**config.mk**
```make
export PLATFORM = sky130hd
export DESIGN_NAME = ram_bus_arbiter
export DESIGN_NICKNAME = d
export VERILOG_FILES = /design/src/rtl/mock8080_pkg.sv /design/src/rtl/rr_arb2.sv /design/src/rtl/ram_bus_arbiter.sv
export SDC_FILE = /design/constraint.sdc
export NUM_CORES = 1
export LEC_CHECK = 0
export ABC_CLOCK_PERIOD_IN_PS = 3400
export CAP_MARGIN = 20
export CORE_ASPECT_RATIO = 1.4
export CORE_MARGIN = 10
export CORE_UTILIZATION = 35
export CTS_CLUSTER_SIZE = 20
export DETAILED_ROUTE_END_ITERATION = 6
export PLACE_DENSITY = 0.73
export REMOVE_ABC_BUFFERS = 1
export SLEW_MARGIN = 20
export SYNTH_ARGS = -nofsm -noshare
export SYNTH_HDL_FRONTEND = slang
export SYNTH_SLANG_ARGS = --single-unit
```
**constraint.sdc**
```tcl
create_clock -name clk_qzt -period 3.4 [get_ports clk_qzt]
set_input_delay 0.34 -clock clk_qzt [delete_from_list [all_inputs] [get_ports clk_qzt]]
set_output_delay 0.34 -clock clk_qzt [all_outputs]
set_load 0.01 [all_outputs]
```
**src/rtl/mock8080_pkg.sv**
```systemverilog
// ---------------------------------------------------------------------------
// mock8080_pkg : shared constants for the RAM bus arbiter slice. Rev 1.0
// ---------------------------------------------------------------------------
`default_nettype none

package mock8080_pkg;

  localparam int AW_DEFAULT     = 8;
  localparam int DW_DEFAULT     = 8;
  localparam int RD_LAT_DEFAULT = 2;

  localparam logic [1:0] ST_IDLE = 2'd0;
  localparam logic [1:0] ST_ADDR = 2'd1;
  localparam logic [1:0] ST_WAIT = 2'd2;
  localparam logic [1:0] ST_ACK  = 2'd3;

endpackage

`default_nettype wire

```
**src/rtl/rr_arb2.sv**
```systemverilog
// ---------------------------------------------------------------------------
// rr_arb2 : two-way arbiter, round-robin or fixed priority. Rev 1.0
// ---------------------------------------------------------------------------
`default_nettype none

module rr_arb2 #(
  parameter int PRIO_MODE = 0
) (
  input  logic       clk_qzt,
  input  logic       reset,
  input  logic [1:0] req_i,
  input  logic       take_i,
  output logic       valid_o,
  output logic       idx_o
);

  logic last_owner_q;
  logic last_owner_d;

  always_comb begin
    valid_o = |req_i;
    if (req_i == 2'b11) begin
      idx_o = (PRIO_MODE != 0) ? 1'b0 : ~last_owner_q;
    end else begin
      idx_o = req_i[1];
    end
    last_owner_d = take_i ? idx_o : last_owner_q;
  end

  // Reset to 1 so master 0 wins the very first tie.
  always_ff @(posedge clk_qzt or posedge reset) begin
    if (reset) begin
      last_owner_q <= 1'b1;
    end else begin
      last_owner_q <= last_owner_d;
    end
  end

endmodule

`default_nettype wire

```
**src/rtl/ram_bus_arbiter.sv**
```systemverilog
// ---------------------------------------------------------------------------
// ram_bus_arbiter : shares the single-port RAM between CPU and loader. Rev 1.0
// ---------------------------------------------------------------------------
`default_nettype none

module ram_bus_arbiter
  import mock8080_pkg::*;
#(
  parameter int AW        = AW_DEFAULT,
  parameter int DW        = DW_DEFAULT,
  parameter int RD_LAT    = RD_LAT_DEFAULT,
  parameter int PRIO_MODE = 0
) (
  input  logic          clk_qzt,
  input  logic          reset,
  input  logic          m0_req,
  input  logic          m0_we,
  input  logic [AW-1:0] m0_addr,
  input  logic [DW-1:0] m0_wdata,
  output logic          m0_ack,
  output logic [DW-1:0] m0_rdata,
  input  logic          m1_req,
  input  logic          m1_we,
  input  logic [AW-1:0] m1_addr,
  input  logic [DW-1:0] m1_wdata,
  output logic          m1_ack,
  output logic [DW-1:0] m1_rdata,
  output logic [AW-1:0] ram_addr,
  output logic [DW-1:0] ram_wdata,
  output logic          ram_we,
  input  logic [DW-1:0] ram_rdata,
  output logic          busy,
  output logic          owner
);

  if (RD_LAT < 1 || RD_LAT > 15) begin : g_bad_rd_lat
    $error("ram_bus_arbiter: RD_LAT must be in 1..15");
  end

  localparam logic [3:0] LAT_LOAD = 4'(RD_LAT);

  logic [1:0]    state_q, state_d;
  logic [3:0]    cnt_q, cnt_d;
  logic [AW-1:0] addr_q, addr_d;
  logic [DW-1:0] wdata_q, wdata_d;
  logic          we_q, we_d;
  logic          owner_q, owner_d;
  logic          ram_we_q, ram_we_d;
  logic          m0_ack_q, m0_ack_d;
  logic          m1_ack_q, m1_ack_d;
  logic [DW-1:0] m0_rdata_q, m0_rdata_d;
  logic [DW-1:0] m1_rdata_q, m1_rdata_d;

  logic          gnt_valid;
  logic          gnt_idx;
  logic          take;

  rr_arb2 #(
    .PRIO_MODE (PRIO_MODE)
  ) u_arb (
    .clk_qzt (clk_qzt),
    .reset   (reset),
    .req_i   ({m1_req, m0_req}),
    .take_i  (take),
    .valid_o (gnt_valid),
    .idx_o   (gnt_idx)
  );

  always_comb begin
    state_d    = state_q;
    cnt_d      = cnt_q;
    addr_d     = addr_q;
    wdata_d    = wdata_q;
    we_d       = we_q;
    owner_d    = owner_q;
    ram_we_d   = 1'b0;
    m0_ack_d   = 1'b0;
    m1_ack_d   = 1'b0;
    m0_rdata_d = m0_rdata_q;
    m1_rdata_d = m1_rdata_q;
    take       = 1'b0;

    case (state_q)
      ST_IDLE: begin
        if (gnt_valid) begin
          take     = 1'b1;
          owner_d  = gnt_idx;
          addr_d   = gnt_idx ? m1_addr  : m0_addr;
          wdata_d  = gnt_idx ? m1_wdata : m0_wdata;
          we_d     = gnt_idx ? m1_we    : m0_we;
          // Registered strobe so ram_we is high for exactly the ADDR cycle.
          ram_we_d = gnt_idx ? m1_we    : m0_we;
          state_d  = ST_ADDR;
        end
      end
      ST_ADDR: begin
        if (we_q) begin
          m0_ack_d = ~owner_q;
          m1_ack_d = owner_q;
          state_d  = ST_ACK;
        end else begin
          cnt_d   = LAT_LOAD;
          state_d = ST_WAIT;
        end
      end
      ST_WAIT: begin
        if (cnt_q == 4'd1) begin
          if (owner_q) begin
            m1_rdata_d = ram_rdata;
          end else begin
            m0_rdata_d = ram_rdata;
          end
          m0_ack_d = ~owner_q;
          m1_ack_d = owner_q;
          state_d  = ST_ACK;
        end else begin
          cnt_d = cnt_q - 4'd1;
        end
      end
      ST_ACK: begin
        state_d = ST_IDLE;
      end
      default: begin
        state_d = ST_IDLE;
      end
    endcase
  end

  always_ff @(posedge clk_qzt or posedge reset) begin
    if (reset) begin
      state_q    <= ST_IDLE;
      cnt_q      <= 4'd0;
      addr_q     <= '0;
      wdata_q    <= '0;
      we_q       <= 1'b0;
      owner_q    <= 1'b0;
      ram_we_q   <= 1'b0;
      m0_ack_q   <= 1'b0;
      m1_ack_q   <= 1'b0;
      m0_rdata_q <= '0;
      m1_rdata_q <= '0;
    end else begin
      state_q    <= state_d;
      cnt_q      <= cnt_d;
      addr_q     <= addr_d;
      wdata_q    <= wdata_d;
      we_q       <= we_d;
      owner_q    <= owner_d;
      ram_we_q   <= ram_we_d;
      m0_ack_q   <= m0_ack_d;
      m1_ack_q   <= m1_ack_d;
      m0_rdata_q <= m0_rdata_d;
      m1_rdata_q <= m1_rdata_d;
    end
  end

  assign ram_addr  = addr_q;
  assign ram_wdata = wdata_q;
  assign ram_we    = ram_we_q;
  assign m0_ack    = m0_ack_q;
  assign m1_ack    = m1_ack_q;
  assign m0_rdata  = m0_rdata_q;
  assign m1_rdata  = m1_rdata_q;
  assign busy      = (state_q != ST_IDLE);
  assign owner     = owner_q;

endmodule

`default_nettype wire

```
==> metrics.cfg, run 1 <==
[status]
status=completed

[synth]
postSynthAreaPerCell_um2=11.7
synth_commonest_cells=dfrtp_1, nand2_1, o21ai_0
synthFlopType=dfrtp_1
ys_types=39
ys_ff_latch=44
synth_most_common_cell=dfrtp_1
yosys.area.top_type=dfrtp_1
yosysSeqAreaShare_pct=54.6
synthArstFlopShare_pct=100
yosysWarnings=0
synth_edf_count=0
netlist.area_leader.share_pct=53.3
netlist_area_um2=2020
synthTopCellsByArea=dfrtp_1, mux2_2, mux2i_1
postSynthCellCount=172

[global_routing]
grt_overflow=0
grt_pass1_vias=1715
grt_first_pass_wirelength_um=8240
grt_max_degree=45
grtUsageTotal_pct=10.8
antenna_found_initial=0

[sta]
post-route-period-util_pct=61.1
slew_headroom_pct=41.4
layout_min_cycle_time_ns=2.08
finalSetupViolCount=0
clock_skew_ns=0.0113
fmax_mhz=482
hold_ws_ns=0.481
rsz0062_at_grt=false
finalMaxSlewViolations=0
hold_violations=0
worst_pin_slew_ns=0.878
timing.final.ws_setup_ns=1.32
fin_tns_setup_ns=0

[floorplan]
die_width_um=84.2
fp.dieArea_um2=9250
rows=32
io_pins=83
start_util_pct=36.3
fp.dieH_um=110
core_area_um2=5570

[setup_path]
r2r-start=cnt_q[1]
start_kind=register
setup.worst_path.end_class=primary output
crit_required_ns=3.06
worstPathArrival_ns=1.74
path_class=reg -> out
path_max_fanout=5
crit_start=state_q[0]

[clock_network]
cts_setup_buffers=0
cts_made_buffers=5
hold_buffers=0
cts_resized=0
cts_sinks=44
htreeDepth=2
clk_pin_slew_worst_paths_ns=0.08
clock_tree.root_cell=clkbuf_8
clk_latency_ns=0.30
cts_tree=built
clk_path_buf_depth=2

[power_and_ir_drop]
p_leak_nw=1.32
pwr_density_cell_nw_per_um2=843
peakVddDrop_uv=407

[detailed_routing]
remaining_drc_errors=0
wl_per_cell_um=15.2
drtPass1Iterations=4
ant_nets=0
vias_per_cell=4.92
vias=1603
wl_um=4960
drtIter0Drc=73

[placed_design]
place_ws_ns=1.44
dp_cells=318
place.gp.congestion=0.821
numPortBuffers=82
dp_hpwl_um=3970

[job]
drv_cap=0

[layout]
final_layout_size_suffix_gt1_share_pct=14.0
syn2layout_area_growth_pct=50.2
fin_nets=308
instances_no_fill=326
n_antenna_cell=0

[worst_hold_path]
min_path_type=reg -> reg
min-delay-start=ram_addr[7]

where the power goes:
group          switching [mW]  internal, mW  total [mW]
logic                   0.542         0.689        1.23
clock network           0.180         0.221       0.401
registers               0.151         0.775       0.926
stage by stage:
step / utilization (%) / cell area, um2 / power, mW
2_1_floorplan: - / 1990 / 1.55
3_3_place_gp: 52.4 / 2920 / 2.15
5_1_grt: 54.5 / 3030 / 2.76
4_1_cts: 54.5 / 3030 / 2.59
3_5_place_dp: 52.4 / 2920 / 2.19
6_report: 54.5 / 3030 / 2.56
cells by family after synthesis:
kind of cell,synth area share [%]
fa+ha+maj,3.10
simple gates,9.73
compound gates,11.5
flops,54.6
buf+inv,3.22
mux,17.9
path summary, 6_finish.rpt:
check | slack, ns | cells past startpoint | end
worst min register to register | 0.48 | 2 | ram_addr[7]
worst min-delay path | 0.48 | 2 | ram_addr[7]
max in group asynchronous | 2.30 | 2 | m0_ack
worst max-delay path | 1.32 | 4 | busy
worst max register to register | 1.44 | 5 | m0_rdata[3]
min in group asynchronous | 0.55 | 2 | ram_addr[2]
critical path, cell delays in order, from the launching register on:
cell and delay (ns):
dfrtp_1 0.39, inv_1 0.09, ha_1 0.26, inv_1 0.13, clkdlybuf4s50_1 0.56
routing by layer:
metal,GRT usage [%],share of wire (%)
met5,0,0
met1,11.1,38
met3,4.44,8.3
met4,5.76,2.3
met2,18.4,52
final cells by class:
cell class                      instances  area [um2]
Inverter                                9        33.8
Timing Repair Buffer                   84         836
Fill cell                             509        2530
Multi-Input combinational cell        113         860
Tap cell                               68        85.1
Sequential cell                        44        1100
Clock buffer                            5        68.8
Clock inverter                          3        47.5
registers in the layout (all words and copies together), names as in the netlist:
| signal | count |
|---|---|
| cnt_q | 4 |
| m0_ack | 1 |
| m0_rdata | 8 |
| m1_ack | 1 |
| m1_rdata | 8 |
| owner | 1 |
| ram_addr | 8 |
| ram_wdata | 8 |
| ram_we | 1 |
| state_q | 2 |
| u_arb.last_owner_q | 1 |
| we_q | 1 |
placed cells by master (no fill, tap or decap), types with 2 or more instances in the layout:
cell             count
nand2_1             21
clkdlybuf4s50_1     82
o21ai_0             20
buf_4                2
nor2b_1              2
clkinv_4             2
ha_1                 5
inv_1                8
a21oi_1              2
clkbuf_8             5
nor2_1               3
mux2i_1             17
mux2_2              17
dfrtp_1             43
a31oi_1              2
Note: power is estimated with default switching activity, not from simulation.
==> inputs of run 2 (changes only) <==
--- a/config.mk
+++ b/config.mk
@@ -5,7 +5,7 @@
 export SDC_FILE = /design/constraint.sdc
 export NUM_CORES = 1
 export LEC_CHECK = 0
-export ABC_CLOCK_PERIOD_IN_PS = 3400
+export ABC_CLOCK_PERIOD_IN_PS = 2100
 export CAP_MARGIN = 20
 export CORE_ASPECT_RATIO = 1.4
 export CORE_MARGIN = 10
==> constraint.sdc (replaced) <==
create_clock -name clk_qzt -period 2.1 [get_ports clk_qzt]
set_input_delay 0.21 -clock clk_qzt [delete_from_list [all_inputs] [get_ports clk_qzt]]
set_output_delay 0.21 -clock clk_qzt [all_outputs]
set_load 0.01 [all_outputs]
==> metrics.cfg, run 2 (synthesis results as in run 1) <==
[setup_path]
worstPathArrival_ns=1.75
timing.reg2reg.setup_slack_ns=0.14
setup.worst_path.end_class=primary output
crit_path_max_incr_delay_ns=0.56
reg2regPathDepth=5
crit_chain=inv_1, ha_1, inv_1, clkdlybuf4s50_1
cp_num_buf_inv=3
path_max_fanout=5
r2r-start=state_q[0]
cp_top_family=buffers and inverters
start_kind=register
crit_top_cell=inv_1
reg2reg_to=m1_rdata[3]
path_class=reg -> out
crit_path_top_delay_cell=clkdlybuf4s50_1
crit_required_ns=1.89
crit_start=state_q[0]

[sta]
rsz0062_at_grt=false
finalMaxSlewViolations=0
worst_pin_slew_ns=0.450
fin_tns_setup_ns=0
finalSetupViolCount=0
hold_violations=0
fmax_mhz=510
post-route-period-util_pct=93.3
timing.final.ws_setup_ns=0.141
slew_headroom_pct=70.0
clock_skew_ns=0.00955
layout_min_cycle_time_ns=1.96

[layout]
fin_area_um2=3090
n_antenna_cell=0
fin_nets=310
layout_commonest_cell=clkdlybuf4s50_1
final_layout_size_suffix_gt1_share_pct=14.6
multi_input_area_um2=860
fill_cells=490
final_cell_mix=clkdlybuf4s50_1, dfrtp_1, nand2_1
final-seq-area_um2=1100
syn2layout_area_growth_pct=52.8

[global_routing]
antenna_found_initial=0
grt_pass1_vias=1730
grt_max_degree=36
grt_overflow=0
grt_first_pass_wirelength_um=8250
grtUsageTotal_pct=11.0

[power_and_ir_drop]
p_leak_nw=1.34
peakVddDrop_uv=515
seq_power_share_pct=35.9
p_int_mw=2.75
total_power_mw=4.17
netSwitchingPower_mw=1.42
pwr_density_cell_nw_per_um2=1350
pwr-share-comb_pct=48.3
clockPowerShare_pct=15.7
switching_share_pct=34.0

[detailed_routing]
routed-wl-met3_um=471
vias_per_cell=4.86
wl_met2_um=2510
ant_nets=0
wl_per_cell_um=15.1
top_layer_used=met4
wl_um=4960
vias=1593
drt-met1-wl_um=1860
drtPass1Iterations=4
remaining_drc_errors=0
drtIter0Drc=100

[placed_design]
place.gp.congestion=0.809
place_ws_ns=0.133
dp_hpwl_um=3980
numPortBuffers=82
dpl_cell_area_um2=2950

[floorplan]
core_area_um2=5570
io_pins=83
fp.dieH_um=110
die_width_um=84.2
fp.dieArea_um2=9250
start_util_pct=36.3
rows=32

[clock_network]
clk_latency_ns=0.30
clk_path_buf_depth=2
cts_tree=built
htreeDepth=2
cts_resized=0
clk_pin_slew_worst_paths_ns=0.09
clock_tree.root_cell=clkbuf_8
cts_sinks=44
cts_made_buffers=5

[worst_hold_path]
min_path_type=in -> async

[job]
drv_cap=0

[status]
status=completed

run 2: cell count changes in the layout (fill, tap and decap cells not counted):
| cell | delta |
|---|---|
| buf_12 | +3 |
| buf_4 | -1 |
run 2: area by class of cell:
class / instances / share of cell area [%]
Clock inverter: 3 / 1.54
Multi-Input combinational cell: 113 / 27.9
Timing Repair Buffer: 86 / 28.8
Tap cell: 68 / 2.76
Clock buffer: 5 / 2.23
Sequential cell: 44 / 35.7
Inverter: 9 / 1.09
run 2: metrics by stage:
step	utilization [%]	hold WS, ns	instances
4_1_cts	55.1	0.225	327
3_3_place_gp	53.0	0.461	319
3_5_place_dp	53.0	0.469	319
2_1_floorplan	-	0.283	166
5_1_grt	55.4	0.263	328
6_report	55.4	0.222	328
run 2: metal layers:
layer	global-route usage, %	up-vias
li1	-	788
met2	18.5	60
met1	11.2	737
met5	0	-
met4	6.83	0
met3	4.81	8
run 2: worst max-delay path by stage:
stage	endpoint	slack [ns]	depth (start not counted)
6_report	busy	0.14	4
5_1_grt	m1_rdata[4]	0.009	5
4_1_cts	busy	0.11	4
3_5_place_dp	m0_rdata[0]	0.13	5
3_3_place_gp	m0_rdata[6]	0.19	5
2_1_floorplan	we_q	-0.73	3
run 2: what timing repair did:
action,in CTS,in global routing
buffers inserted,0,1
setup endpoints to repair,0,8
hold buffers,0,0
run 2: worst register-to-register path: cells and delay by family, from the launching register on:
kind          cells  cell delay (ns)
flops             1             0.41
mux               1             0.36
buf+inv           1             0.11
fa+ha+maj         1             0.35
simple gates      2             0.61
run 2: power by group through the flow:
| stage | logic [mW] | clock network [mW] | registers [mW] |
|---|---|---|---|
| 2_1_floorplan | 0.867 | 0 | 1.64 |
| 3_3_place_gp | 1.99 | 0 | 1.50 |
| 3_5_place_dp | 2.04 | 0 | 1.52 |
| 4_1_cts | 2.05 | 0.690 | 1.50 |
| 5_1_grt | 2.24 | 0.710 | 1.57 |
| 6_report | 2.01 | 0.655 | 1.50 |
==> inputs of run 3 (changes only) <==
--- a/config.mk
+++ b/config.mk
@@ -6,7 +6,7 @@
 export NUM_CORES = 1
 export LEC_CHECK = 0
 export ABC_CLOCK_PERIOD_IN_PS = 2100
-export CAP_MARGIN = 20
+export CAP_MARGIN = 25
 export CORE_ASPECT_RATIO = 1.4
 export CORE_MARGIN = 10
 export CORE_UTILIZATION = 35
==> results of run 3 <==
No change in the layout: final DEF, timing and power equal those of run 2.
==> RTL change, RTL diff (settings of run 3) <==
Set the package constant `AW_DEFAULT` to 9 (it was 8).
--- a/src/rtl/mock8080_pkg.sv
+++ b/src/rtl/mock8080_pkg.sv
@@ -7,3 +7,3 @@
 
-  localparam int AW_DEFAULT     = 8;
+  localparam int AW_DEFAULT     = 9;
   localparam int DW_DEFAULT     = 8;
Ports: changed (resized m0_addr, m1_addr and ram_addr); port bits go from 83 to 86. The function was not compared with the original's and may differ.
==> RTL change against run 3 <==
- power down 1.2%
- worst setup slack got worse by 45 ps
- largest power group unchanged
- synthesized area is 2.4% higher
- sequential cell count is 1 higher
- highest routed layer unchanged
- utilization is 1.5 points lower
- cell area up 1.0%
- clock power is 19% lower
- wire length up 3.6%
==> RTL change: results (changes against run 3) <==
Outcome
  • Status: completed

Global route
  • Total GRT Usage: 10.9% (-0.14 points)
  • Met2 usage: 18.5% (+0.073 points)
  • M1 GR Usage: 11.2% (+0.019 points)
  • First-pass GRT wire length: 8540 um (+3.4%)
  • Met3 GRT Util: 5.00% (+0.19 points)

Pwr
  • Peak VDD IR: 520 uV (+0.94%)
  • P_int: 2.67 mW (-2.9%)
  • Pleak: 1.35 nW (+1.1%)

Layout
  • Fraction of area in multi-input gates: 28.2% (+0.32 points)
  • Seq/total area: 36.2% (+0.44 points)
  • Nets: 318 (+2.6%)
  • Number of non-clock buffers: 88 (+2.3%)
  • Share of layout cells above drive strength 1: 13.9% (-0.71 points)
  • #MultiIn Comb: 116 (+2.7%)
  • Non-clock buffer share: 28.8% (+0.032 points)

Timing
  • Post-route clock skew: 8.01 ps (-1.54 ps)
  • Min cycle time layout: 2000 ps (+44.5 ps)

Drt
  • Initial DRC Count: 57 (-43%)
  • Met3 wire length: 467 um (-0.85%)
  • Vias per cell: 4.86 (about the same)
  • Wire length on met1: 1920 um (+3.0%)
  • Vias: 1633 (+2.5%)
  • Wire length per cell: 15.3 um (+1.2%)
  • Met2 routed WL: 2680 um (+6.7%)

Placed design
  • Place WS: 84.3 ps (-48.2 ps)
  • Buffers on Ports: 85 (+3.7%)
  • Routability Congestion: 0.766 (-5.4%)

Critical path
  • Worst r2r dst: m0_rdata[3]$_DFFE_PP0P_
  • Worst setup path end: m0_rdata[3]$_DFFE_PP0P_
  • Worst R2R Start: cnt_q[1]$_DFFE_PP0P_
  • CP delay by family, top: simple AND/OR/NAND/NOR gates
  • Setup CP Type: register to register

Yosys
  • Register area share after synthesis: 54.5% (about the same)
  • Largest cells by area after synthesis: dfrtp_1, mux2_2, mux2i_1, o21ai_0, nand2_1
  • Syn_area_per_cell: 11.7 sq um (-0.54%)
  • Synth top cells by count: dfrtp_1, nand2_1, o21ai_0
  • Number of library cell types mapped by synthesis: 38 (-2.6%)
RTL change: cell count changes in the layout (fill, tap and decap cells not counted):
cell / delta
bufinv_16: -1
buf_12: -1
o21ai_0: +1
dfrtp_1: +1
clkdlybuf4s50_1: +3
nand2_1: +1
clkinv_2: +1
mux2i_1: +1
RTL change: kinds of logic after synthesis:
group                    share of synthesized area, %
flip-flops                                       54.5
AO/OA/AOI/OAI                                    11.4
AND/OR/NAND/NOR                                  9.69
multiplexers                                     18.0
buffers and inverters                            3.33
adder cells (fa/ha/maj)                          3.03
RTL change: metrics by stage:
stage          utilization (%)  instance area (sq um)  power, mW
5_1_grt                   53.9                   3120       4.46
3_3_place_gp              52.3                   3030       3.58
4_1_cts                   53.9                   3120       4.20
3_5_place_dp              52.3                   3030       3.65
2_1_floorplan                -                   2030       2.57
6_report                  53.9                   3120       4.11
RTL change: repair_timing:
item / in CTS / in global routing
resized for setup: 0 / 0
setup endpoints to repair: 0 / 2
hold endpoints to repair: 0 / 0
